**src/rtl/uart_serializer_if.sv**
```systemverilog
// Producer-to-serializer handshake plus the serial line outputs.
// Signal suffixes are from the serializer's point of view.
interface uart_serializer_if #(
    parameter int DATA_BITS = 8
);
    logic                 tx_v_i;
    logic [DATA_BITS-1:0] tx_i;
    logic                 tx_ready_and_o;
    logic                 tx_o;
    logic                 tx_v_o;
    logic                 tx_done_o;

    modport slave (
        input  tx_v_i, tx_i,
        output tx_ready_and_o, tx_o, tx_v_o, tx_done_o
    );

    modport master (
        output tx_v_i, tx_i,
        input  tx_ready_and_o, tx_o, tx_v_o, tx_done_o
    );
endinterface

```
**src/rtl/uart_serializer.sv**
```systemverilog
// UART transmit serializer: start bit, LSB-first data, optional parity, 1-2 stop bits.
// One word per valid/ready handshake; all line-side outputs are registered.
module uart_serializer #(
    parameter int clk_per_bit_p = 30,
    parameter int data_bits_p   = 8,
    parameter int parity_bits_p = 0,
    parameter int parity_odd_p  = 0,
    parameter int stop_bits_p   = 1
) (
    input  logic             clk_i,
    input  logic             reset_n_i,
    uart_serializer_if.slave tx_io
);

    if (data_bits_p < 5 || data_bits_p > 9) begin : g_bad_data_bits
        $fatal(1, "uart_serializer: data_bits_p must be 5..9");
    end
    if (stop_bits_p < 1 || stop_bits_p > 2) begin : g_bad_stop_bits
        $fatal(1, "uart_serializer: stop_bits_p must be 1 or 2");
    end
    if (clk_per_bit_p < 2) begin : g_bad_clk_per_bit
        $fatal(1, "uart_serializer: clk_per_bit_p must be >= 2");
    end

    localparam int CntW = $clog2(clk_per_bit_p);
    localparam int IdxW = $clog2(data_bits_p + 1);

    localparam logic [CntW-1:0] CntLast  = CntW'(clk_per_bit_p - 1);
    localparam logic [CntW-1:0] CntPen   = CntW'(clk_per_bit_p - 2);
    localparam logic [IdxW-1:0] DataLast = IdxW'(data_bits_p - 1);
    localparam logic [IdxW-1:0] StopLast = IdxW'(stop_bits_p - 1);
    localparam logic            ParOdd   = (parity_odd_p != 0);
    localparam bit              HasPar   = (parity_bits_p != 0);

    typedef enum logic [2:0] {
        S_IDLE,
        S_START,
        S_DATA,
        S_PARITY,
        S_STOP
    } state_e;

    state_e                 state_q;
    logic [CntW-1:0]        cnt_q;
    logic [IdxW-1:0]        idx_q;     // data bit index in DATA, stop bit index in STOP
    logic [data_bits_p-1:0] shift_q;
    logic                   par_q;
    logic                   tx_q;
    logic                   v_q;
    logic                   done_q;
    logic                   accept;

    assign tx_io.tx_ready_and_o = reset_n_i & (state_q == S_IDLE);
    assign accept               = tx_io.tx_v_i & tx_io.tx_ready_and_o;

    assign tx_io.tx_o      = tx_q;
    assign tx_io.tx_v_o    = v_q;
    assign tx_io.tx_done_o = done_q;

    // tx_q is loaded with the value of the bit being entered, so the line
    // changes on the same edge as the state and no output lags by a cycle.
    always_ff @(posedge clk_i or negedge reset_n_i) begin
        if (!reset_n_i) begin
            state_q <= S_IDLE;
            cnt_q   <= '0;
            idx_q   <= '0;
            shift_q <= '0;
            par_q   <= 1'b0;
            tx_q    <= 1'b1;
            v_q     <= 1'b0;
            done_q  <= 1'b0;
        end else begin
            done_q <= 1'b0;
            if (state_q == S_IDLE) begin
                if (accept) begin
                    shift_q <= tx_io.tx_i;
                    par_q   <= (^tx_io.tx_i) ^ ParOdd;
                    state_q <= S_START;
                    cnt_q   <= '0;
                    idx_q   <= '0;
                    tx_q    <= 1'b0;
                    v_q     <= 1'b1;
                end
            end else begin
                // Pulse lands in the final cycle of the last stop bit.
                if (state_q == S_STOP && idx_q == StopLast && cnt_q == CntPen)
                    done_q <= 1'b1;
                if (cnt_q != CntLast) begin
                    cnt_q <= cnt_q + 1'b1;
                end else begin
                    cnt_q <= '0;
                    case (state_q)
                        S_START: begin
                            state_q <= S_DATA;
                            idx_q   <= '0;
                            tx_q    <= shift_q[0];
                        end
                        S_DATA: begin
                            shift_q <= shift_q >> 1;
                            if (idx_q == DataLast) begin
                                idx_q <= '0;
                                if (HasPar) begin
                                    state_q <= S_PARITY;
                                    tx_q    <= par_q;
                                end else begin
                                    state_q <= S_STOP;
                                    tx_q    <= 1'b1;
                                end
                            end else begin
                                idx_q <= idx_q + 1'b1;
                                tx_q  <= shift_q[1];
                            end
                        end
                        S_PARITY: begin
                            state_q <= S_STOP;
                            idx_q   <= '0;
                            tx_q    <= 1'b1;
                        end
                        S_STOP: begin
                            if (idx_q == StopLast) begin
                                state_q <= S_IDLE;
                                idx_q   <= '0;
                                v_q     <= 1'b0;
                            end else begin
                                idx_q <= idx_q + 1'b1;
                            end
                        end
                        default: begin
                            state_q <= S_IDLE;
                            tx_q    <= 1'b1;
                            v_q     <= 1'b0;
                        end
                    endcase
                end
            end
        end
    end

endmodule

```
**src/flat_wrapper.sv**
```systemverilog
// flat-port wrapper written by rule: the top's interface ports become plain ports
module uart_serializer_flat 
#(
    parameter int clk_per_bit_p = 30,
    parameter int data_bits_p   = 8,
    parameter int parity_bits_p = 0,
    parameter int parity_odd_p  = 0,
    parameter int stop_bits_p   = 1
)
  (clk_i, reset_n_i, tx_io_tx_v_i, tx_io_tx_i, tx_io_tx_ready_and_o, tx_io_tx_o, tx_io_tx_v_o, tx_io_tx_done_o);
  uart_serializer_if #(.DATA_BITS(8)) tx_io_i ();
  input  logic clk_i;
  input  logic reset_n_i;
  input wire logic [$bits(tx_io_i.tx_v_i)-1:0] tx_io_tx_v_i;
  input wire logic [$bits(tx_io_i.tx_i)-1:0] tx_io_tx_i;
  output wire logic [$bits(tx_io_i.tx_ready_and_o)-1:0] tx_io_tx_ready_and_o;
  output wire logic [$bits(tx_io_i.tx_o)-1:0] tx_io_tx_o;
  output wire logic [$bits(tx_io_i.tx_v_o)-1:0] tx_io_tx_v_o;
  output wire logic [$bits(tx_io_i.tx_done_o)-1:0] tx_io_tx_done_o;
  assign tx_io_i.tx_v_i = tx_io_tx_v_i;
  assign tx_io_i.tx_i = tx_io_tx_i;
  assign tx_io_tx_ready_and_o = tx_io_i.tx_ready_and_o;
  assign tx_io_tx_o = tx_io_i.tx_o;
  assign tx_io_tx_v_o = tx_io_i.tx_v_o;
  assign tx_io_tx_done_o = tx_io_i.tx_done_o;
  uart_serializer #(.clk_per_bit_p(clk_per_bit_p), .data_bits_p(data_bits_p), .parity_bits_p(parity_bits_p), .parity_odd_p(parity_odd_p), .stop_bits_p(stop_bits_p)) u_core (.clk_i(clk_i), .reset_n_i(reset_n_i), .tx_io(tx_io_i));
endmodule
```
**config.mk**
```make
export PLATFORM = sky130hd
export DESIGN_NAME = uart_serializer_flat
export DESIGN_NICKNAME = d
export VERILOG_FILES = /design/src/rtl/uart_serializer_if.sv /design/src/rtl/uart_serializer.sv /design/src/flat_wrapper.sv
export SDC_FILE = /design/constraint.sdc
export NUM_CORES = 1
export LEC_CHECK = 0
export ABC_CLOCK_PERIOD_IN_PS = 4600
export BUFFER_PORTS_ARGS = -buffer_cell sky130_fd_sc_hd__buf_2
export CAP_MARGIN = 15
export CORE_ASPECT_RATIO = 0.9
export CORE_UTILIZATION = 61
export DETAILED_ROUTE_END_ITERATION = 7
export PLACE_DENSITY = 0.83
export SKIP_CTS_REPAIR_TIMING = 1
export SLEW_MARGIN = 40
export SYNTH_ARGS = -nofsm -noshare
export SYNTH_HDL_FRONTEND = slang
export SYNTH_SLANG_ARGS = --single-unit
```
**constraint.sdc**
```tcl
create_clock -name clk_i -period 4.6 [get_ports clk_i]
set_clock_uncertainty 0.2 [all_clocks]
set_input_delay 0.69 -clock clk_i [delete_from_list [all_inputs] [get_ports clk_i]]
set_output_delay 0.69 -clock clk_i [all_outputs]
set_load 0.01 [all_outputs]
```
; ---- Yosys cells after proc, flatten, opt, wreduce, memory -nomap -nowiden
; Cells that the tools add are included.
[totals]
regBits = 23
latch_bits = 0
ramBits = 0
mem_bits_ro = 0
output_inout_bits = 4
memories = 0
[classes]
add_sub_neg = 2
mul = 0
div_mod_pow = 0
n_lt_le_gt_ge = 0
eq_ne = 13
shifts = 0
mux = 31
bitwise = 2
n_reduce_logical = 13
[op_table]
columns = cell, count
row1 = $mux W8, 4
row2 = $mux W4, 5
row3 = $mux W3, 5
row4 = $mux W5, 3
row5 = $pmux W3 S4, 1
row6 = $pmux W4 S3, 1
row7 = $mux W1, 10
row8 = $reduce_and A3 Y1, 3
row9 = $ne A2 B1 Y1 const B, 4
row10 = $reduce_and A4 Y1, 2
row11 = $eq A3 B2 Y1 const B, 2
row12 = $add A5 B1 Y5 const B, 1
row13 = $eq A5 B5 Y1 const B, 1
row14 = $ne A5 B5 Y1 const B, 1
row15 = $add A4 B1 Y4 const B, 1
row16 = $eq A4 B3 Y1 const B, 1
row17 = $logic_not A4 Y1, 1
row18 = $reduce_bool A4 Y1, 1
row19 = $eq A3 B1 Y1 const B, 1
row20 = $eq A3 B3 Y1 const B, 1
row21 = $logic_not A3 Y1, 1
row22 = $ne A3 B1 Y1 const B, 1
row23 = $ne A3 B2 Y1 const B, 1
row24 = $pmux W1 S3, 1
row25 = 6 further kinds, 8

; ---- Depth between registers and ports, before layout
; Gate-level depths: netlist (run 1).
[depth]
ltp_word = 5
depth_mapped = 8
ltp_nobuf = 6

; ---- Worst setup path before layout (run 1)
; OpenSTA, ideal clock, no wires.
[synth_path]
path_kind = reg-to-output
startpoint = reg u_core.state_q[1]
endpoint = out tx_io_tx_ready_and_o
arrival_ns = 1.230
setup_slack_ns = 2.480
stages_incl_launch_ff = 5
n_path_buf = 2
cell_sequence = dfrtp_1 clkbuf_1 nor3_1 clkbuf_1 and2_1
[synth_via]
elab_chain_cells = 2
[synth_lines]
columns = item, line_no
row1 = "start, declared", uart_serializer.sv:43  ; state_e state_q;
row2 = "start signal, assigned", uart_serializer.sv:64  ; state_q <= S_IDLE;
row3 = "start signal, assigned", uart_serializer.sv:78  ; state_q <= S_START;
row4 = "start signal, assigned", uart_serializer.sv:94  ; state_q <= S_DATA;
row5 = $logic_not A3 Y1, uart_serializer.sv:53  ; assign tx_io.tx_ready_and_o = reset_n_i & (state_q == S_IDLE);
row6 = $and A1 B1 Y1, uart_serializer.sv:53
row7 = "end, declared", flat_wrapper.sv:16  ; output wire logic [$bits(tx_io_i.tx_ready_and_o)-1:0] tx_io_tx_ready_and_o;
; No other way between the ends.

; ---- Worst setup path after layout (run 1)
[layout_path]
startpoint = reg u_core.state_q[2]
endpoint = out tx_io_tx_ready_and_o
; Same word-level chain as after synthesis.

==> flow_summary.json, run 1 <==
{
  "outcome": "finished clean",
  "hold_viol": 0,
  "leakagePower_nw": 0.6994,
  "power.density_nw_per_um2": 563.2,
  "final.period_utilization_pct": 53.27,
  "layout_common_cells": "nand2_1 (28), dfrtp_1 (22), buf_2 (14)",
  "fmax_ghz": 0.4081,
  "gr-usage-all-layers_pct": 26.80,
  "grt_max_degree": 28,
  "relSlewSlack_pct": 62.38,
  "dr.pass1.iters": 4,
  "overflow": 0,
  "syn-num-nets": 153,
  "synth_warnings": 0,
  "finalPower_mw": 0.7956,
  "crit_path_end_kind": "output port",
  "seqCellArea_um2": 576.8,
  "multi_input_area_um2": 684.4,
  "clkPwrFrac_pct": 12.5,
  "antenna_cells": 0,
  "crit_required_ps": 3710,
  "cts_root_buf": "clkbuf_4",
  "rows": 15,
  "fin_crit_ps": 2450,
  "hp-class": "primary input to asynchronous set/reset pin",
  "rsz0062_at_grt": "no",
  "cts_sinks": 23,
  "vias": 1064,
  "die_h_um": 46.24,
  "antenna_found_initial": 0,
  "crit_type": "register to output port",
  "cts_tree": "yes",
  "combPwrFrac_pct": 38.9,
  "portBuffers": 14,
  "grt_pass1_wl_mm": 4.540,
  "final_common_cell": "nand2_1",
  "initial_core_util_pct": 66.67,
  "core_area_um2": 1989,
  "drive_gt1_share_pct": 23.49,
  "ant_nets": 0,
  "place.detailed.hpwl_mm": 1.905,
  "synth_cells": 137,
  "post_drt_via_cell_ratio": 6.115,
  "async_flop_share_pct": 100.0,
  "switching_power_mw": 0.3143,
  "area_growth_syn_to_layout_pct": 6.509,
  "cts_inserted_buffers": 3,
  "wirelength_mm": 2.684,
  "synth_top_cell_by_area": "dfrtp_1",
  "yosys-top-cells-area": "dfrtp_1 (42%), mux2_4 (7.9%), nand2_1 (7.9%)",
  "ioPinCount": 15,
  "die_w_um": 51.15,
  "routabilityCongestion": 0.7868,
  "tightestPinTransition_ps": 564.3,
  "internal-power_mw": 0.4813,
  "fin_setup_tns_ps": 0,
  "maxCapViolations": 0,
  "drt_iter0_markers": 38,
  "die_area_um2": 2365,
  "crit_arrival_ps": 1560,
  "grt_pass1_vias": 993,
  "ys_types": 41,
  "avgSynthCellArea_um2": 9.681,
  "nNetsFinal": 166,
  "drv_slew": 0,
  "cts_max_path_buffers": 2,
  "avgRoutedWirePerCell_um": 15.43,
  "critPathLaunchType": "register",
  "netlist_area_um2": 1326,
  "fill_cells": 163,
  "netlist.area_leader.share_pct": 41.51,
  "ir_drop_v": 0.0003628,
  "drc": 0,
  "synth_ff_type": "dfrtp_1",
  "pwr-share-seq_pct": 48.7,
  "cp_max_fo": 13,
  "synth_edf_count": 0,
  "setup_viol": 0,
  "clk_pin_slew_ps": 130,
  "synth-seq-cells": 23,
  "netSwitchingFraction_pct": 39.51,
  "h-tree-depth": 1,
  "ys_seq_area_share_pct": 43.49,
  "clk_latency_ps": 330
}
==> cells by family (layout without fill, tap and decap cells) <==
kind of cell	after synthesis	count (layout)	synth area share (%)
AOI/OAI and AO/OA	30	30	15.38
xor gates and xnor gates	2	2	1.321
adders and majority gates	5	5	4.717
buffers and inverters	11	23	4.905
DFF	23	23	43.49
muxes	8	8	8.773
and+or+nand+nor	58	58	21.41
==> state kept, by name, indices dropped and copies added, names as in the netlist <==
signal and count:
u_core.shift_q 8, u_core.tx_io.tx_o 1, u_core.tx_io.tx_done_o 1, u_core.state_q 3, u_core.cnt_q 5, u_core.tx_io.tx_v_o 1, u_core.idx_q 4
==> worst paths after layout <==
| check | from | end | slack, ps | depth (start not counted) |
|---|---|---|---|---|
| setup reg to reg | u_core.cnt_q[1] | u_core.shift_q[3] | 2220 | 6 |
| hold reg to reg | u_core.shift_q[6] | u_core.shift_q[6] | 330 | 1 |
| setup / recovery | u_core.state_q[2] | tx_io_tx_ready_and_o | 2150 | 4 |
| min in group clk_i | u_core.shift_q[6] | u_core.shift_q[6] | 330 | 1 |
| hold / removal | reset_n_i | u_core.shift_q[3] | 130 | 1 |
| max in group asynchronous | reset_n_i | u_core.tx_io.tx_o | 3700 | 1 |
==> synthesized netlist by cell type, types with 2 or more instances <==
cell,instances
xnor2_1,2
nand2b_1,2
nor3b_1,2
nor3_1,3
and3_1,2
o21ai_0,9
nand3_1,4
nor2b_1,2
nand2_1,28
mux2_4,7
buf_6,3
inv_1,4
a22o_2,2
a31oi_1,3
nor2_1,6
ha_1,5
a21oi_1,4
clkbuf_1,3
dfrtp_1,22
o31ai_1,2
or3_1,2
==> worst max-delay path, stage by stage (launching register included) <==
cell and delay (ps):
dfrtp_1 530, nor3_1 240, buf_4 210, and2_1 130, buf_2 120
==> stage by stage <==
step / std cells / instance area [um2] / setup slack (ps) / hold slack, ps / util [%]
2_1_floorplan: 137 / 1326 / 2480 / 194.4 / -
3_3_place_gp: 170 / 1385 / 1899 / 289.8 / 69.62
3_5_place_dp: 170 / 1385 / 1863 / 293.7 / 69.62
4_1_cts: 174 / 1413 / 2144 / 145.0 / 71.01
5_1_grt: 174 / 1413 / 2006 / 173.5 / 71.01
6_report: 174 / 1413 / 2150 / 132.0 / 71.01
==> power groups by stage <==
stage | logic [mW] | registers [mW] | clock network (mW)
after floorplan | 0.273 | 0.346 | 0
after global placement | 0.290 | 0.378 | 0
after detailed placement | 0.309 | 0.386 | 0
after CTS | 0.309 | 0.383 | 0.101
after global routing | 0.349 | 0.397 | 0.108
final | 0.309 | 0.387 | 0.0992
==> layout make-up <==
type                       instances  area share, %
clock buffer                       3          1.594
clock inverter                     1         0.3543
inverter                           4          1.063
multi-input combinational        103          48.45
sequential                        23          40.83
tap                               25          2.214
timing repair buffer              15          5.492
==> routing by layer <==
metal	GRT usage, %	share of wire (%)
met5	0	0
met4	8.333	1.3
met3	7.921	5.2
met2	46.05	47
met1	32.71	46
Note: power is estimated with default switching activity, not from simulation.
==> inputs of run 2 (changes only) <==
--- a/config.mk
+++ b/config.mk
@@ -5,13 +5,13 @@
 export SDC_FILE = /design/constraint.sdc
 export NUM_CORES = 1
 export LEC_CHECK = 0
-export ABC_CLOCK_PERIOD_IN_PS = 4600
+export ABC_CLOCK_PERIOD_IN_PS = 2200
 export BUFFER_PORTS_ARGS = -buffer_cell sky130_fd_sc_hd__buf_2
 export CAP_MARGIN = 15
 export CORE_ASPECT_RATIO = 0.9
-export CORE_UTILIZATION = 61
+export CORE_UTILIZATION = 51
 export DETAILED_ROUTE_END_ITERATION = 7
-export PLACE_DENSITY = 0.83
+export PLACE_DENSITY = 0.74
 export SKIP_CTS_REPAIR_TIMING = 1
 export SLEW_MARGIN = 40
 export SYNTH_ARGS = -nofsm -noshare
==> constraint.sdc (replaced) <==
create_clock -name clk_i -period 2.2 [get_ports clk_i]
set_clock_uncertainty 0.2 [all_clocks]
set_input_delay 0.33 -clock clk_i [delete_from_list [all_inputs] [get_ports clk_i]]
set_output_delay 0.33 -clock clk_i [all_outputs]
set_load 0.01 [all_outputs]
==> flow_summary.json, run 2 (synthesis results as in run 1) <==
{
  "cts_sinks": 23,
  "largest_reg_flops": 8,
  "relSlewSlack_pct": 72.46,
  "drc": 0,
  "postPlaceCellArea_um2": 1441,
  "critPathLaunchType": "primary input",
  "hp-class": "primary input to register",
  "grt_pass1_wl_mm": 4.409,
  "crit_top_cell": "buf_2",
  "initial_core_util_pct": 53.75,
  "min_path_cells": 2,
  "setup_viol": 0,
  "area_growth_syn_to_layout_pct": 12.26,
  "leakagePower_nw": 0.7422,
  "die_w_um": 55.76,
  "dr.pass1.iters": 4,
  "cp.depth": 5,
  "drt_iter0_markers": 49,
  "post_drt_via_cell_ratio": 5.735,
  "critPathTopFamily": "buffers and inverters",
  "rsz0062_at_grt": "no",
  "path_buf_inv": 4,
  "overflow": 0,
  "place.detailed.hpwl_mm": 1.928,
  "fin_area_um2": 1489,
  "antenna_cells": 0,
  "avgRoutedWirePerCell_um": 14.17,
  "nNetsFinal": 174,
  "fin_crit_ps": 2063,
  "rows": 17,
  "reg_top3": "u_core.shift_q: 8 flops, u_core.cnt_q: 5 flops, u_core.idx_q: 4 flops",
  "portBuffers": 14,
  "grt_pass1_vias": 939,
  "core_area_um2": 2467,
  "cts_tree": "yes",
  "tightestPinTransition_ps": 412.2,
  "ioPinCount": 15,
  "clk_pin_slew_ps": 130,
  "crit_path_end_kind": "output port",
  "grt_max_degree": 18,
  "cts_inserted_buffers": 3,
  "cts_root_buf": "clkbuf_4",
  "ir_drop_v": 0.0006679,
  "gr-usage-all-layers_pct": 20.64,
  "ant_nets": 0,
  "fmax_ghz": 0.4847,
  "cts_max_path_buffers": 2,
  "crit_type": "primary input to output port",
  "clk_latency_ps": 320,
  "antenna_found_initial": 0,
  "cp_cell_sequence": "dlygate4sd3_1, buf_2, buf_4, and2_1, buf_2",
  "crit_arrival_ps": 1530,
  "outcome": "finished clean",
  "maxCapViolations": 0,
  "power.density_nw_per_um2": 1121,
  "drive_gt1_share_pct": 28.03,
  "routabilityCongestion": 0.7793,
  "hold_viol": 0,
  "crit_required_ps": 1670,
  "crit_slowest_cell": "dlygate4sd3_1",
  "critPathMaxStageDelay_ps": 530,
  "finalPower_mw": 1.669,
  "h-tree-depth": 1,
  "largest_register": "u_core.shift_q",
  "drv_slew": 0,
  "final.period_utilization_pct": 93.78,
  "layout_common_cells": "nand2_1 (28), dfrtp_1 (22), buf_2 (14)",
  "die_h_um": 50.38,
  "final_common_cell": "nand2_1",
  "vias": 1061,
  "wirelength_mm": 2.622,
  "cp_max_fo": 17,
  "r2r.worst_path.cells": 6,
  "die_area_um2": 2809
}
## run 2: cell types whose count changed in the layout (fill, tap and decap cells not counted), sizes merged
cell and change:
dlygate4sd3 +1, buf +7
## run 2: path summary, 6_finish.rpt
kind | slack, ps | start | endpoint
max | 140 | reset_n_i | tx_io_tx_ready_and_o
min | 30 | tx_io_tx_i[7] | u_core.shift_q[7]
max reg2reg | 210 | u_core.cnt_q[1] | u_core.shift_q[6]
min reg2reg | 320 | u_core.shift_q[7] | u_core.shift_q[7]
max in group asynchronous | 1180 | reset_n_i | u_core.tx_io.tx_o
min in group asynchronous | 320 | reset_n_i | u_core.cnt_q[0]
## run 2: worst reg2reg max path: cells and delay by family, from the launching register on
kind	cells	cell delay, ps
simple gates	2	630
mux	1	330
compound gates	1	60
fa+ha+maj	1	160
buf+inv	1	90
flops	1	430
## run 2: routing by layer
metal	vias up	routed length, um	share of wire, %	track usage, %
met3	4	116	4.4	5.412
met2	27	1141	44	32.33
met4	0	23	0.88	5.000
met1	507	1341	51	28.69
li1	523	-	-	-
met5	-	0	0	0
## run 2: where the power goes
part           switching, mW  internal (mW)  leakage [nW]  total (mW)
clock network          0.130         0.0681        0.0177       0.198
registers              0.188          0.599         0.281       0.788
logic                  0.322          0.361         0.443       0.683
## run 2: cell type report
cell class,instances,area (um2)
clock inverter,1,5.005
inverter,4,15.01
fill,215,978.4
clock buffer,3,22.52
tap,28,35.03
timing repair buffer,23,140.1
sequential,23,576.8
multi-input combinational,103,694.4
## run 2: per-stage QoR
step	worst slack, ps	TNS (ps)	instances	util [%]	hold WS [ps]
floorplan	184.0	0	137	-	-165.6
global placement	123.8	0	180	58.42	105.7
detailed placement	49.37	0	180	58.42	111.8
CTS	-4.044	-4.044	184	59.53	-241.8
global route	13.22	0	185	60.34	30.38
finish	136.8	0	185	60.34	30.56
==> inputs of run 3 (changes only) <==
--- a/config.mk
+++ b/config.mk
@@ -9,9 +9,9 @@
 export BUFFER_PORTS_ARGS = -buffer_cell sky130_fd_sc_hd__buf_2
 export CAP_MARGIN = 15
 export CORE_ASPECT_RATIO = 0.9
-export CORE_UTILIZATION = 51
+export CORE_UTILIZATION = 50
 export DETAILED_ROUTE_END_ITERATION = 7
-export PLACE_DENSITY = 0.74
+export PLACE_DENSITY = 0.73
 export SKIP_CTS_REPAIR_TIMING = 1
 export SLEW_MARGIN = 40
 export SYNTH_ARGS = -nofsm -noshare
==> flow_summary.json, run 3 (synthesis results as in run 1) <==
{
  "grt_pass1_vias": 976,
  "leakagePower_nw": 0.7330,
  "fmax_ghz": 0.4891,
  "min_path_cells": 2,
  "crit_arrival_ps": 2060,
  "rsz0062_at_grt": "no",
  "vias": 1040,
  "maxCapViolations": 0,
  "power.density_nw_per_um2": 1120,
  "min_from": "tx_io_tx_i[7]",
  "crit_required_ps": 2210,
  "fin_setup_tns_ps": 0,
  "r2r-start": "u_core.state_q[0]",
  "grt_pass1_wl_mm": 4.416,
  "worst_slack_ps": 155.6,
  "hold_viol": 0,
  "grt_max_degree": 14,
  "antenna_found_initial": 0,
  "utilization_pct": 59.28,
  "cts_sinks": 23,
  "core_area_um2": 2489,
  "combPwrFrac_pct": 41.0,
  "dp_slack_ps": 76.42,
  "largest_reg_flops": 8,
  "h-tree-depth": 1,
  "critPathLaunchType": "primary input",
  "area_growth_syn_to_layout_pct": 11.23,
  "reg2reg_to": "u_core.cnt_q[4]",
  "dr.pass1.iters": 3,
  "outcome": "finished clean",
  "cp_max_fo": 5,
  "post_drt_via_cell_ratio": 5.652,
  "cts_inserted_buffers": 3,
  "routabilityCongestion": 0.8803,
  "rows": 17,
  "setup_viol": 0,
  "tightestPinTransition_ps": 411.2,
  "final_common_cell": "nand2_1",
  "cts_tree": "yes",
  "seqCellArea_um2": 576.8,
  "ioPinCount": 15,
  "crit_slowest_cell": "dlygate4sd3_1",
  "portBuffers": 14,
  "netSwitchingFraction_pct": 37.68,
  "drive_gt1_share_pct": 26.28,
  "reg_top3": "u_core.shift_q: 8 flops, u_core.cnt_q: 5 flops, u_core.idx_q: 4 flops",
  "drc": 0,
  "layout_common_cells": "nand2_1 (28), dfrtp_1 (22), buf_2 (14)",
  "drv_slew": 0,
  "critPathMaxStageDelay_ps": 520,
  "gr-usage-all-layers_pct": 20.24,
  "clk_pin_slew_ps": 120,
  "clk_latency_ps": 310,
  "crit_type": "primary input to register",
  "fin_area_um2": 1475,
  "pwr-share-seq_pct": 47.1,
  "cp_cell_sequence": "dlygate4sd3_1, buf_2, nor4bb_1, nor2b_1, a31oi_1, a32o_1",
  "switching_power_mw": 0.6226,
  "place.detailed.hpwl_mm": 1.886,
  "min_to": "u_core.shift_q[7]",
  "relSlewSlack_pct": 72.53,
  "antenna_cells": 0,
  "avgRoutedWirePerCell_um": 13.82,
  "postPlaceCellArea_um2": 1434,
  "multi_input_area_um2": 689.4,
  "ir_drop_v": 0.0006999,
  "final.period_utilization_pct": 92.93,
  "nNetsFinal": 173,
  "r2r.worst_path.cells": 4,
  "fill_cells": 221,
  "hp-class": "primary input to register",
  "die_area_um2": 2863,
  "internal-power_mw": 1.030,
  "largest_register": "u_core.shift_q",
  "crit_path_end_kind": "register",
  "cts_max_path_buffers": 2,
  "cts_root_buf": "clkbuf_4",
  "overflow": 0,
  "wirelength_mm": 2.543,
  "die_w_um": 56.29,
  "regToRegSetupSlack_ps": 200,
  "ant_nets": 0,
  "die_h_um": 50.86,
  "drt_iter0_markers": 22,
  "clkPwrFrac_pct": 11.9,
  "initial_core_util_pct": 53.29,
  "fin_crit_ps": 2044
}
-- run 3: changes by cell type in the layout (fill, tap and decap cells not counted) --
cell      previous run  this run
nor3_2               1         0
clkinv_2             1         0
clkbuf_1             0         1
nor3_1               2         3
buf_4                8         7
-- run 3: cell type report --
class | count | share of cell area, %
clock buffers | 4 | 1.781
flip-flops and latches | 23 | 39.10
multi-input cells | 103 | 46.73
well taps | 28 | 2.375
inverters | 4 | 1.018
repair buffers | 22 | 8.991
-- run 3: power by group through the flow --
stage	Sequential, mW	Clock (mW)	Combinational, mW
global placement	0.775	0	0.644
floorplan	0.724	0	0.570
global route	0.810	0.218	0.769
CTS	0.775	0.204	0.682
detailed placement	0.782	0	0.680
finish	0.779	0.196	0.678
-- run 3: worst max path at each step --
stage | startpoint | to | slack, ps | cells after the start
after floorplan | u_core.cnt_q[1] | u_core.shift_q[0] | 180 | 8
after global placement | u_core.cnt_q[1] | u_core.shift_q[2] | 130 | 6
after detailed placement | u_core.cnt_q[1] | u_core.shift_q[5] | 80 | 6
after CTS | u_core.cnt_q[1] | u_core.shift_q[4] | 50 | 6
after global routing | u_core.state_q[0] | u_core.cnt_q[2] | 40 | 4
final | reset_n_i | u_core.idx_q[3] | 160 | 6
-- run 3: per-layer routing --
metal	global-route usage [%]	up-vias	wire length, um
li1	-	524	-
met1	28.24	499	1272
met2	31.35	15	1159
met3	5.316	2	93
met4	5.691	0	17
met5	0	-	0
-- run 3: critical path, delay by kind of cell --
kind                   cells  cell delay (ps)
AND/OR/NAND/NOR            2              750
AO/OA/AOI/OAI              2              330
buffers and inverters      2              650
-- run 3: metrics by stage --
step,power [mW],hold slack [ps],cells
final,1.652,50.41,184
after floorplan,1.294,-165.6,137
after global placement,1.420,111.1,179
after global routing,1.797,39.12,184
after detailed placement,1.461,113.1,179
after CTS,1.661,-233.2,183
